`src/rtl/hazard_if.sv`:
```
// Hazard controller bundle: pipeline register/control signals going in,
// forwarding selects, stall/flush controls and event counters coming out.
interface hazard_if #(
  parameter int unsigned CNT_W = 16
);
  // Decode / execute source and destination registers
  logic [4:0]       Rs1D;
  logic [4:0]       Rs2D;
  logic [4:0]       Rs1E;
  logic [4:0]       Rs2E;
  logic [4:0]       RD_E;
  logic [4:0]       RD_M;
  logic [4:0]       RD_W;
  logic             RegWriteM;
  logic             RegWriteW;
  logic [1:0]       ResultSrcE;
  logic             PCSrcE;
  logic             cnt_clr;

  // Controls back to the pipeline
  logic [1:0]       ForwardAE;
  logic [1:0]       ForwardBE;
  logic             StallF;
  logic             StallD;
  logic             FlushD;
  logic             FlushE;
  logic [CNT_W-1:0] StallCount;
  logic [CNT_W-1:0] FlushCount;

  // Pipeline side
  modport master (
    output Rs1D, Rs2D, Rs1E, Rs2E, RD_E, RD_M, RD_W,
           RegWriteM, RegWriteW, ResultSrcE, PCSrcE, cnt_clr,
    input  ForwardAE, ForwardBE, StallF, StallD, FlushD, FlushE,
           StallCount, FlushCount
  );

  // Hazard controller side
  modport slave (
    input  Rs1D, Rs2D, Rs1E, Rs2E, RD_E, RD_M, RD_W,
           RegWriteM, RegWriteW, ResultSrcE, PCSrcE, cnt_clr,
    output ForwardAE, ForwardBE, StallF, StallD, FlushD, FlushE,
           StallCount, FlushCount
  );
endinterface

```
`src/rtl/hazard_controller.sv`:
```
// Pipeline hazard controller for the 5-stage core: execute-stage operand
// forwarding, multi-cycle load-use stall sequencing, branch flushes and
// saturating stall/flush event counters.
module hazard_controller #(
  parameter int unsigned STALL_CYCLES = 1,   // bubbles per load-use hazard, 1..15
  parameter int unsigned CNT_W        = 16
) (
  input  logic     clk,
  input  logic     rst,                      // asynchronous, active low
  hazard_if.slave  hz
);

  typedef enum logic {
    S_IDLE  = 1'b0,
    S_STALL = 1'b1
  } state_t;

  // Bubbles still owed after the one issued in IDLE
  localparam logic [3:0] STALL_INIT = 4'(STALL_CYCLES - 1);

  state_t           r_state;
  logic [3:0]       r_rem;
  logic [CNT_W-1:0] r_stall_cnt;
  logic [CNT_W-1:0] r_flush_cnt;

  state_t           w_next_state;
  logic [3:0]       w_next_rem;
  logic             w_lw_hit;
  logic             w_stall_f;
  logic             w_stall_d;
  logic             w_flush_d;
  logic             w_flush_e;

  // Forwarding selects: memory stage wins over writeback, x0 never forwarded
  always_comb begin
    // NOTE: every combinational output gets a default first so no path leaves it unassigned (no latch).
    hz.ForwardAE = 2'b00;
    hz.ForwardBE = 2'b00;
    if (hz.RegWriteM && hz.RD_M != 5'd0 && hz.RD_M == hz.Rs1E)
      hz.ForwardAE = 2'b10;
    else if (hz.RegWriteW && hz.RD_W != 5'd0 && hz.RD_W == hz.Rs1E)
      hz.ForwardAE = 2'b01;
    if (hz.RegWriteM && hz.RD_M != 5'd0 && hz.RD_M == hz.Rs2E)
      hz.ForwardBE = 2'b10;
    else if (hz.RegWriteW && hz.RD_W != 5'd0 && hz.RD_W == hz.Rs2E)
      hz.ForwardBE = 2'b01;
  end

  // Load in execute whose destination feeds the instruction in decode
  assign w_lw_hit = (hz.ResultSrcE == 2'b01) && (hz.RD_E != 5'd0) &&
                    ((hz.RD_E == hz.Rs1D) || (hz.RD_E == hz.Rs2D));

  // State register: stall FSM and remaining-bubble counter
  always_ff @(posedge clk or negedge rst) begin
    if (!rst) begin
      r_state <= S_IDLE;
      r_rem   <= 4'd0;
    end else begin
      // NOTE: sequential state uses non-blocking assignments so all registers update together at the edge.
      r_state <= w_next_state;
      r_rem   <= w_next_rem;
    end
  end

  // Next-state logic: a taken branch cancels any stall in progress
  always_comb begin
    w_next_state = r_state;
    w_next_rem   = r_rem;
    if (hz.PCSrcE) begin
      w_next_state = S_IDLE;
      w_next_rem   = 4'd0;
    end else begin
      unique case (r_state)
        S_IDLE: begin
          if (w_lw_hit && STALL_CYCLES > 1) begin
            w_next_state = S_STALL;
            w_next_rem   = STALL_INIT;
          end
        end
        S_STALL: begin
          // A new hit while stalling is ignored; the bubble count is fixed
          w_next_rem = r_rem - 4'd1;
          if (r_rem == 4'd1)
            w_next_state = S_IDLE;
        end
        default: begin
          w_next_state = S_IDLE;
          w_next_rem   = 4'd0;
        end
      endcase
    end
  end

  // Output logic: flush beats stall because the stalled consumer is discarded
  always_comb begin
    w_stall_f = 1'b0;
    w_stall_d = 1'b0;
    w_flush_d = 1'b0;
    w_flush_e = 1'b0;
    if (hz.PCSrcE) begin
      w_flush_d = 1'b1;
      w_flush_e = 1'b1;
    end else if (r_state == S_STALL || w_lw_hit) begin
      w_stall_f = 1'b1;
      w_stall_d = 1'b1;
      w_flush_e = 1'b1;
    end
  end

  assign hz.StallF = w_stall_f;
  assign hz.StallD = w_stall_d;
  assign hz.FlushD = w_flush_d;
  assign hz.FlushE = w_flush_e;

  // Saturating event counters; clear has priority over increment
  always_ff @(posedge clk or negedge rst) begin
    if (!rst) begin
      r_stall_cnt <= '0;
      r_flush_cnt <= '0;
    end else if (hz.cnt_clr) begin
      r_stall_cnt <= '0;
      r_flush_cnt <= '0;
    end else begin
      if (w_stall_d && r_stall_cnt != '1)
        r_stall_cnt <= r_stall_cnt + CNT_W'(1);
      if (hz.PCSrcE && r_flush_cnt != '1)
        r_flush_cnt <= r_flush_cnt + CNT_W'(1);
    end
  end

  assign hz.StallCount = r_stall_cnt;
  assign hz.FlushCount = r_flush_cnt;

endmodule

```
`src/flat_wrapper.sv`:
```
// flat-port wrapper written by rule: the top's interface ports become plain ports
module hazard_controller_flat 
#(
  parameter int unsigned STALL_CYCLES = 1,                                        
  parameter int unsigned CNT_W        = 16
)
  (clk, rst, hz_Rs1D, hz_Rs2D, hz_Rs1E, hz_Rs2E, hz_RD_E, hz_RD_M, hz_RD_W, hz_RegWriteM, hz_RegWriteW, hz_ResultSrcE, hz_PCSrcE, hz_cnt_clr, hz_ForwardAE, hz_ForwardBE, hz_StallF, hz_StallD, hz_FlushD, hz_FlushE, hz_StallCount, hz_FlushCount);
  hazard_if #(.CNT_W(CNT_W)) hz_i ();
  input  logic clk;
  input  logic rst;
  input wire logic [$bits(hz_i.Rs1D)-1:0] hz_Rs1D;
  input wire logic [$bits(hz_i.Rs2D)-1:0] hz_Rs2D;
  input wire logic [$bits(hz_i.Rs1E)-1:0] hz_Rs1E;
  input wire logic [$bits(hz_i.Rs2E)-1:0] hz_Rs2E;
  input wire logic [$bits(hz_i.RD_E)-1:0] hz_RD_E;
  input wire logic [$bits(hz_i.RD_M)-1:0] hz_RD_M;
  input wire logic [$bits(hz_i.RD_W)-1:0] hz_RD_W;
  input wire logic [$bits(hz_i.RegWriteM)-1:0] hz_RegWriteM;
  input wire logic [$bits(hz_i.RegWriteW)-1:0] hz_RegWriteW;
  input wire logic [$bits(hz_i.ResultSrcE)-1:0] hz_ResultSrcE;
  input wire logic [$bits(hz_i.PCSrcE)-1:0] hz_PCSrcE;
  input wire logic [$bits(hz_i.cnt_clr)-1:0] hz_cnt_clr;
  output wire logic [$bits(hz_i.ForwardAE)-1:0] hz_ForwardAE;
  output wire logic [$bits(hz_i.ForwardBE)-1:0] hz_ForwardBE;
  output wire logic [$bits(hz_i.StallF)-1:0] hz_StallF;
  output wire logic [$bits(hz_i.StallD)-1:0] hz_StallD;
  output wire logic [$bits(hz_i.FlushD)-1:0] hz_FlushD;
  output wire logic [$bits(hz_i.FlushE)-1:0] hz_FlushE;
  output wire logic [$bits(hz_i.StallCount)-1:0] hz_StallCount;
  output wire logic [$bits(hz_i.FlushCount)-1:0] hz_FlushCount;
  assign hz_i.Rs1D = hz_Rs1D;
  assign hz_i.Rs2D = hz_Rs2D;
  assign hz_i.Rs1E = hz_Rs1E;
  assign hz_i.Rs2E = hz_Rs2E;
  assign hz_i.RD_E = hz_RD_E;
  assign hz_i.RD_M = hz_RD_M;
  assign hz_i.RD_W = hz_RD_W;
  assign hz_i.RegWriteM = hz_RegWriteM;
  assign hz_i.RegWriteW = hz_RegWriteW;
  assign hz_i.ResultSrcE = hz_ResultSrcE;
  assign hz_i.PCSrcE = hz_PCSrcE;
  assign hz_i.cnt_clr = hz_cnt_clr;
  assign hz_ForwardAE = hz_i.ForwardAE;
  assign hz_ForwardBE = hz_i.ForwardBE;
  assign hz_StallF = hz_i.StallF;
  assign hz_StallD = hz_i.StallD;
  assign hz_FlushD = hz_i.FlushD;
  assign hz_FlushE = hz_i.FlushE;
  assign hz_StallCount = hz_i.StallCount;
  assign hz_FlushCount = hz_i.FlushCount;
  hazard_controller #(.STALL_CYCLES(STALL_CYCLES), .CNT_W(CNT_W)) u_core (.clk(clk), .rst(rst), .hz(hz_i));
endmodule
```
`config.mk`:
```
export PLATFORM = sky130hd
export DESIGN_NAME = hazard_controller_flat
export DESIGN_NICKNAME = d
export VERILOG_FILES = /design/src/rtl/hazard_if.sv /design/src/rtl/hazard_controller.sv /design/src/flat_wrapper.sv
export SDC_FILE = /design/constraint.sdc
export NUM_CORES = 1
export LEC_CHECK = 0
export CAP_MARGIN = 20
export CORE_ASPECT_RATIO = 0.7
export CORE_MARGIN = 2
export CORE_UTILIZATION = 32
export DETAILED_ROUTE_END_ITERATION = 10
export PLACE_DENSITY = 0.62
export SLEW_MARGIN = 20
export SYNTH_ARGS = -nofsm -noshare
export SYNTH_HDL_FRONTEND = slang
export SYNTH_SLANG_ARGS = --single-unit
```
`constraint.sdc`:
```
create_clock -name clk -period 2.65 [get_ports clk]
set_input_delay 0.53 -clock clk [delete_from_list [all_inputs] [get_ports clk]]
set_output_delay 0.53 -clock clk [all_outputs]
set_load 0.02 [all_outputs]
```
==> metrics.cfg, run 1 <==
[status]
status=finished clean

[sta]
post-route-period-util_pct=98.6
slew_headroom_pct=44.2
hold_violations=0
clock.fmax_ghz=0.383
drv_slew=0
setup_viol=0
worst_slew_pin_slew_ns=0.836
finalWorstSetupSlack_ns=0.0374
rsz0062_at_grt=false
skew_ns=0.00556
fin_crit_ns=2.61

[setup_path]
cp_data_required_time_ns=2.12
crit_chain=clkdlybuf4s50_1 -> xor2_1 -> or4_4 -> nor4_2 -> buf_4
crit_type=in2out
cpPeakStageDelay_ns=0.48
crit_path_top_delay_cell=or4_4
crit_path_end_kind=output pin
crit_fanout=2
startpoint_type=primary input
cp.arrival_ns=2.08

[clock_tree]
cts_setup_buffers=0
clkTransAtPathRegs_ns=0.07
clk_latency_ns=0.28
htreeDepth=2
cts_hold_buf=0
cts_sinks=37
cts_tree=built
cts-root-buf=clkbuf_8
cts_buffers=5
cts.path.max_buffers=2

[floorplanning]
initial_core_util_pct=32.8
die-height_microns=76.2
placementRows=26
die_area_sq_mm=0.00816
core-area_sq_mm=0.00725
num_io_pins=83
die_w_microns=107

[cells_and_area]
postLayoutCoreUtil_pct=50.8
drive_above_1_share_pct=18.8
nets=413
nFillCells=649
area_growth_pct=54.9
n_antenna_cell=0

[routing]
ant_nets=0
via_per_inst=4.82
drc=0
route.final.wire_length_microns=6420
wl_per_cell_microns=13.8
drtPass1Iterations=4
dr_total_vias=2243
drt_iter0_drc=69

[synthesis]
synth_edf_count=0
synth_largest_area_cell=dfrtp_1
synth_nets=304
yosysWarnings=0
avgSynthCellArea_sq_um=9.26
synth_ff_type=dfrtp_1
synth_top_area_share_pct=38.9
seq_area_frac_synth_pct=38.9
ys_top_cells_by_area=dfrtp_1 39%, xor2_1 11%, xnor2_1 7.4%, a21oi_1 4.0%, nor2_1 3.9%
ys_types=41
synth_seq_cells=37
syn_inst=257
synth_top_cells_by_count=37 x dfrtp_1, 31 x xor2_1, 25 x nor2_1
syn_area_sq_mm=0.00238
async_reset_ff_share_pct=100
synth.most_common_cell=dfrtp_1

[place]
place_congestion=0.950
portBuffers=82
place_ws_ns=-0.633
hpwl_microns=4810

[power]
p_leak_uw=0.00161
ir_worst_vdd_mv=0.260
power_density_mw_per_mm2=355
p_total_uw=1310

[global_routing]
grt_pass1_vias=2229
grt_max_degree=38
grt_pass1_wl_microns=10800
antenna_found_initial=0
grt.overflow.total=0
track_usage_pct=15.9

[hold_path]
worstHoldPathType=in2async

[flow_run]
maxCapViolCount=0

==> critical path: cells and delay by family <==
| kind | cells | cell delay, ns |
|---|---|---|
| xor+xnor | 1 | 0.16 |
| buf+inv | 2 | 0.64 |
| simple gates | 2 | 0.75 |
==> per-stage QoR <==
step                hold slack [ns]  instances  cell area [sq um]  setup TNS, ns
finish                        0.343        465               3690              0
global route                  0.420        465               3690              0
CTS                           0.375        465               3600         -0.177
detailed placement            0.540        457               3490          -3.25
global placement              0.539        457               3490          -3.08
floorplan                     0.234        257               2390              0
==> cell type report <==
class	instances	area, sq um	area share (%)
Tap cell	98	123	3.32
Multi-Input combinational cell	206	1450	39.4
Sequential cell	37	926	25.1
Clock buffer	6	82.6	2.24
Timing Repair Buffer	112	1050	28.5
Inverter	4	15.0	0.407
Clock inverter	2	37.5	1.02
==> cell families (layout without fill, tap and decap cells) <==
family	count (synthesis)	count (layout)	share of synthesized area (%)
buffers and inverters	14	124	3.47
xor gates and xnor gates	51	51	18.8
and+or+nand+nor	106	106	24.3
AOI/OAI and AO/OA	43	43	11.6
adders and majority gates	4	4	2.10
muxes	2	2	0.893
DFF	37	37	38.9
==> repair_timing <==
item	in CTS	in global routing
setup endpoints to repair	7	7
gates resized for setup	33	29
pin swaps	2	10
==> worst paths after layout <==
path | startpoint | end | slack [ns] | depth (start not counted)
hold / removal | rst | u_core.hz.StallCount[11] | 0.34 | 1
hold reg to reg | u_core.r_rem[3] | u_core.r_rem[3] | 0.56 | 2
setup reg to reg | u_core.hz.StallCount[0] | u_core.hz.StallCount[13] | 0.55 | 8
min in group clk | u_core.r_rem[3] | u_core.r_rem[3] | 0.56 | 2
setup / recovery | hz_Rs1E[0] | hz_ForwardAE[0] | 0.04 | 5
max in group asynchronous | rst | u_core.r_rem[0] | 1.78 | 1
==> where the power goes <==
| group | internal [uW] | total [uW] | switching, uW |
|---|---|---|---|
| clock network | 306 | 506 | 200 |
| logic | 123 | 232 | 108 |
| registers | 567 | 571 | 3.87 |
==> metal layers <==
layer / share of wire, % / vias up / track usage, % / routed length (microns)
met3: 3.8 / 2 / 3.85 / 242
met4: 0.42 / 0 / 0.909 / 27
met5: 0 / - / 0 / 0
met2: 47 / 42 / 25.0 / 2990
met1: 49 / 1076 / 23.1 / 3160
li1: - / 1123 / - / -
==> flip-flops by register name (all words and copies together) (netlist names) <==
| name | cells |
|---|---|
| u_core.r_state | 1 |
| u_core.hz.FlushCount | 16 |
| u_core.hz.StallCount | 16 |
| u_core.r_rem | 4 |
==> layout by cell type, fill, tap and decap left out, types with 2 or more instances in the layout <==
master,instances
or3_1,9
clkbuf_2,2
nor4_2,2
inv_1,4
nand2_1,18
xor2_1,31
and4_1,2
nor2b_1,2
xnor2_1,20
and3_1,8
o21ai_0,10
a31oi_1,2
o31ai_1,2
nand3_1,18
or4_4,4
ha_1,4
nand4_1,5
clkbuf_8,6
nor4_4,3
dlymetal6s2s_1,15
buf_4,34
a21oi_1,18
buf_2,2
or4_1,3
dfrtp_1,37
clkdlybuf4s50_1,58
a21oi_2,4
nor2_1,24
No activity file was read; power rests on OpenSTA's default activity.
==> run 2: changes to the inputs <==
==> constraint.sdc (replaced) <==
create_clock -name clk -period 2.65 [get_ports clk]
set_input_delay 0.3975 -clock clk [delete_from_list [all_inputs] [get_ports clk]]
set_output_delay 0.3975 -clock clk [all_outputs]
set_load 0.02 [all_outputs]
==> metrics.cfg, run 2 (synthesis results as in run 1) <==
[status]
status=finished clean

[sta]
post-route-period-util_pct=96.2
skew_ns=0.00664
clock.fmax_ghz=0.392
worst_slew_pin_slew_ns=0.855
setup_viol=0
hold_violations=0
slew_headroom_pct=43.0
rsz0062_at_grt=false
drv_slew=0
fin_crit_ns=2.55
fin_worst_hold_slack_ns=0.218

[floorplanning]
num_io_pins=83
die_area_sq_mm=0.00816
core-area_sq_mm=0.00725
placementRows=26
initial_core_util_pct=32.8
die-height_microns=76.2
die_w_microns=107

[clock_tree]
cts-root-buf=clkbuf_8
clk_latency_ns=0.29
cts_sinks=37
cts.path.max_buffers=2
cts_buffers=5
clkTransAtPathRegs_ns=0.07
cts_tree=built
htreeDepth=2

[global_routing]
grt_pass1_vias=2083
grt_max_degree=38
antenna_found_initial=0
grt.overflow.total=0
track_usage_pct=15.2
grt_pass1_wl_microns=10200

[routing]
drc=0
dr_total_vias=2197
via_per_inst=4.81
wl_per_cell_microns=13.5
ant_nets=0
drtPass1Iterations=4
route.final.wire_length_microns=6180
drt_iter0_drc=74

[hold_path]
worstHoldPathType=in2async

[place]
hpwl_microns=4700
postPlaceCellArea_sq_mm=0.00342
place_congestion=0.860
place_inst=449
portBuffers=82

[cells_and_area]
area_growth_pct=48.4
layout_common_cells=73 x clkdlybuf4s50_1, 37 x dfrtp_1, 31 x xor2_1, 25 x nor2_1, 22 x buf_4
stdcell_count=457
final_common_cell=clkdlybuf4s50_1
nFillCells=686
nets=405
n_antenna_cell=0
drive_above_1_share_pct=13.4
fin_area_sq_mm=0.00353

[setup_path]
crit_path_end_kind=output pin
cp.arrival_ns=2.15
crit_type=in2out
startpoint_type=primary input
cp_data_required_time_ns=2.25
crit_fanout=3

[power]
p_int_uw=991
power_frac_seq_pct=43.9
p_total_uw=1300
p_clk_share_pct=39.7
power.switching_uw=309
power_frac_comb_pct=16.3
ir_worst_vdd_mv=0.277
p_leak_uw=0.00145
power_density_mw_per_mm2=368
switching_share_pct=23.8

[flow_run]
maxCapViolCount=0

run 2: changes by cell type in the layout (fill, tap and decap cells not counted), moves of 3 or more:
cell / change
dlygate4sd2_1: +4
nor4_4: -3
dlymetal6s2s_1: -14
or4_4: -3
or4_1: +3
nor4_1: +3
buf_4: -12
clkdlybuf4s50_1: +15
run 2: power by group through the flow:
stage          sequential [uW]  clock [uW]  combinational [uW]
2_1_floorplan              586           0                73.5
3_3_place_gp               582           0                 214
3_5_place_dp               582           0                 214
4_1_cts                    571         532                 214
5_1_grt                    572         553                 230
6_report                   571         516                 212
run 2: metal layers:
metal	vias to the layer above	global-route usage, %	share of wire, %	wire, microns
met5	-	0	0	0
met1	1037	23.0	51	3170
met3	5	3.68	4.3	265
met4	0	2.60	0.40	25
met2	46	22.2	44	2720
li1	1109	-	-	-
run 2: cell type report:
| type | count | area (sq um) | area share [%] |
|---|---|---|---|
| inverter | 4 | 15.0 | 0.425 |
| tap | 98 | 123 | 3.47 |
| clock buffer | 6 | 82.6 | 2.34 |
| clock inverter | 2 | 37.5 | 1.06 |
| timing repair buffer | 104 | 967 | 27.4 |
| sequential | 37 | 926 | 26.2 |
| multi-input combinational | 206 | 1380 | 39.1 |
run 2: repair_timing:
| item | 4_1_cts | 5_1_grt |
|---|---|---|
| pin swaps | 0 | 2 |
| setup buffers | 0 | 0 |
| gates resized for setup | 14 | 5 |
| hold buffers | 0 | 0 |
| endpoints found under the setup margin | 7 | 5 |
run 2: critical path, stage by stage:
cell and delay [ns]:
clkdlybuf4s50_1 0.44, or4_4 0.53, o21a_1 0.21, a21oi_2 0.17, nor2_1 0.08, dlygate4sd2_1 0.32
run 2: through the flow:
stage	worst slack (ns)	utilization, %	setup TNS [ns]
final	0.0995	48.7	0
after global routing	0.0218	48.7	0
after CTS	0.0127	48.7	0
after detailed placement	-0.394	47.1	-1.29
after global placement	-0.333	47.1	-1.13
after floorplan	0.238	-	0
run 2: worst paths after layout:
kind / from / to / slack [ns] / depth (start not counted)
max reg2reg: u_core.hz.StallCount[0] / u_core.hz.StallCount[1] / 0.61 / 7
min reg2reg: u_core.r_rem[3] / u_core.r_rem[3] / 0.56 / 2
min in group clk: u_core.r_rem[3] / u_core.r_rem[3] / 0.56 / 2
min: rst / u_core.hz.StallCount[6] / 0.22 / 1
max in group asynchronous: rst / u_core.hz.StallCount[15] / 1.90 / 1
max: hz_RD_E[3] / hz_StallF / 0.1 / 6
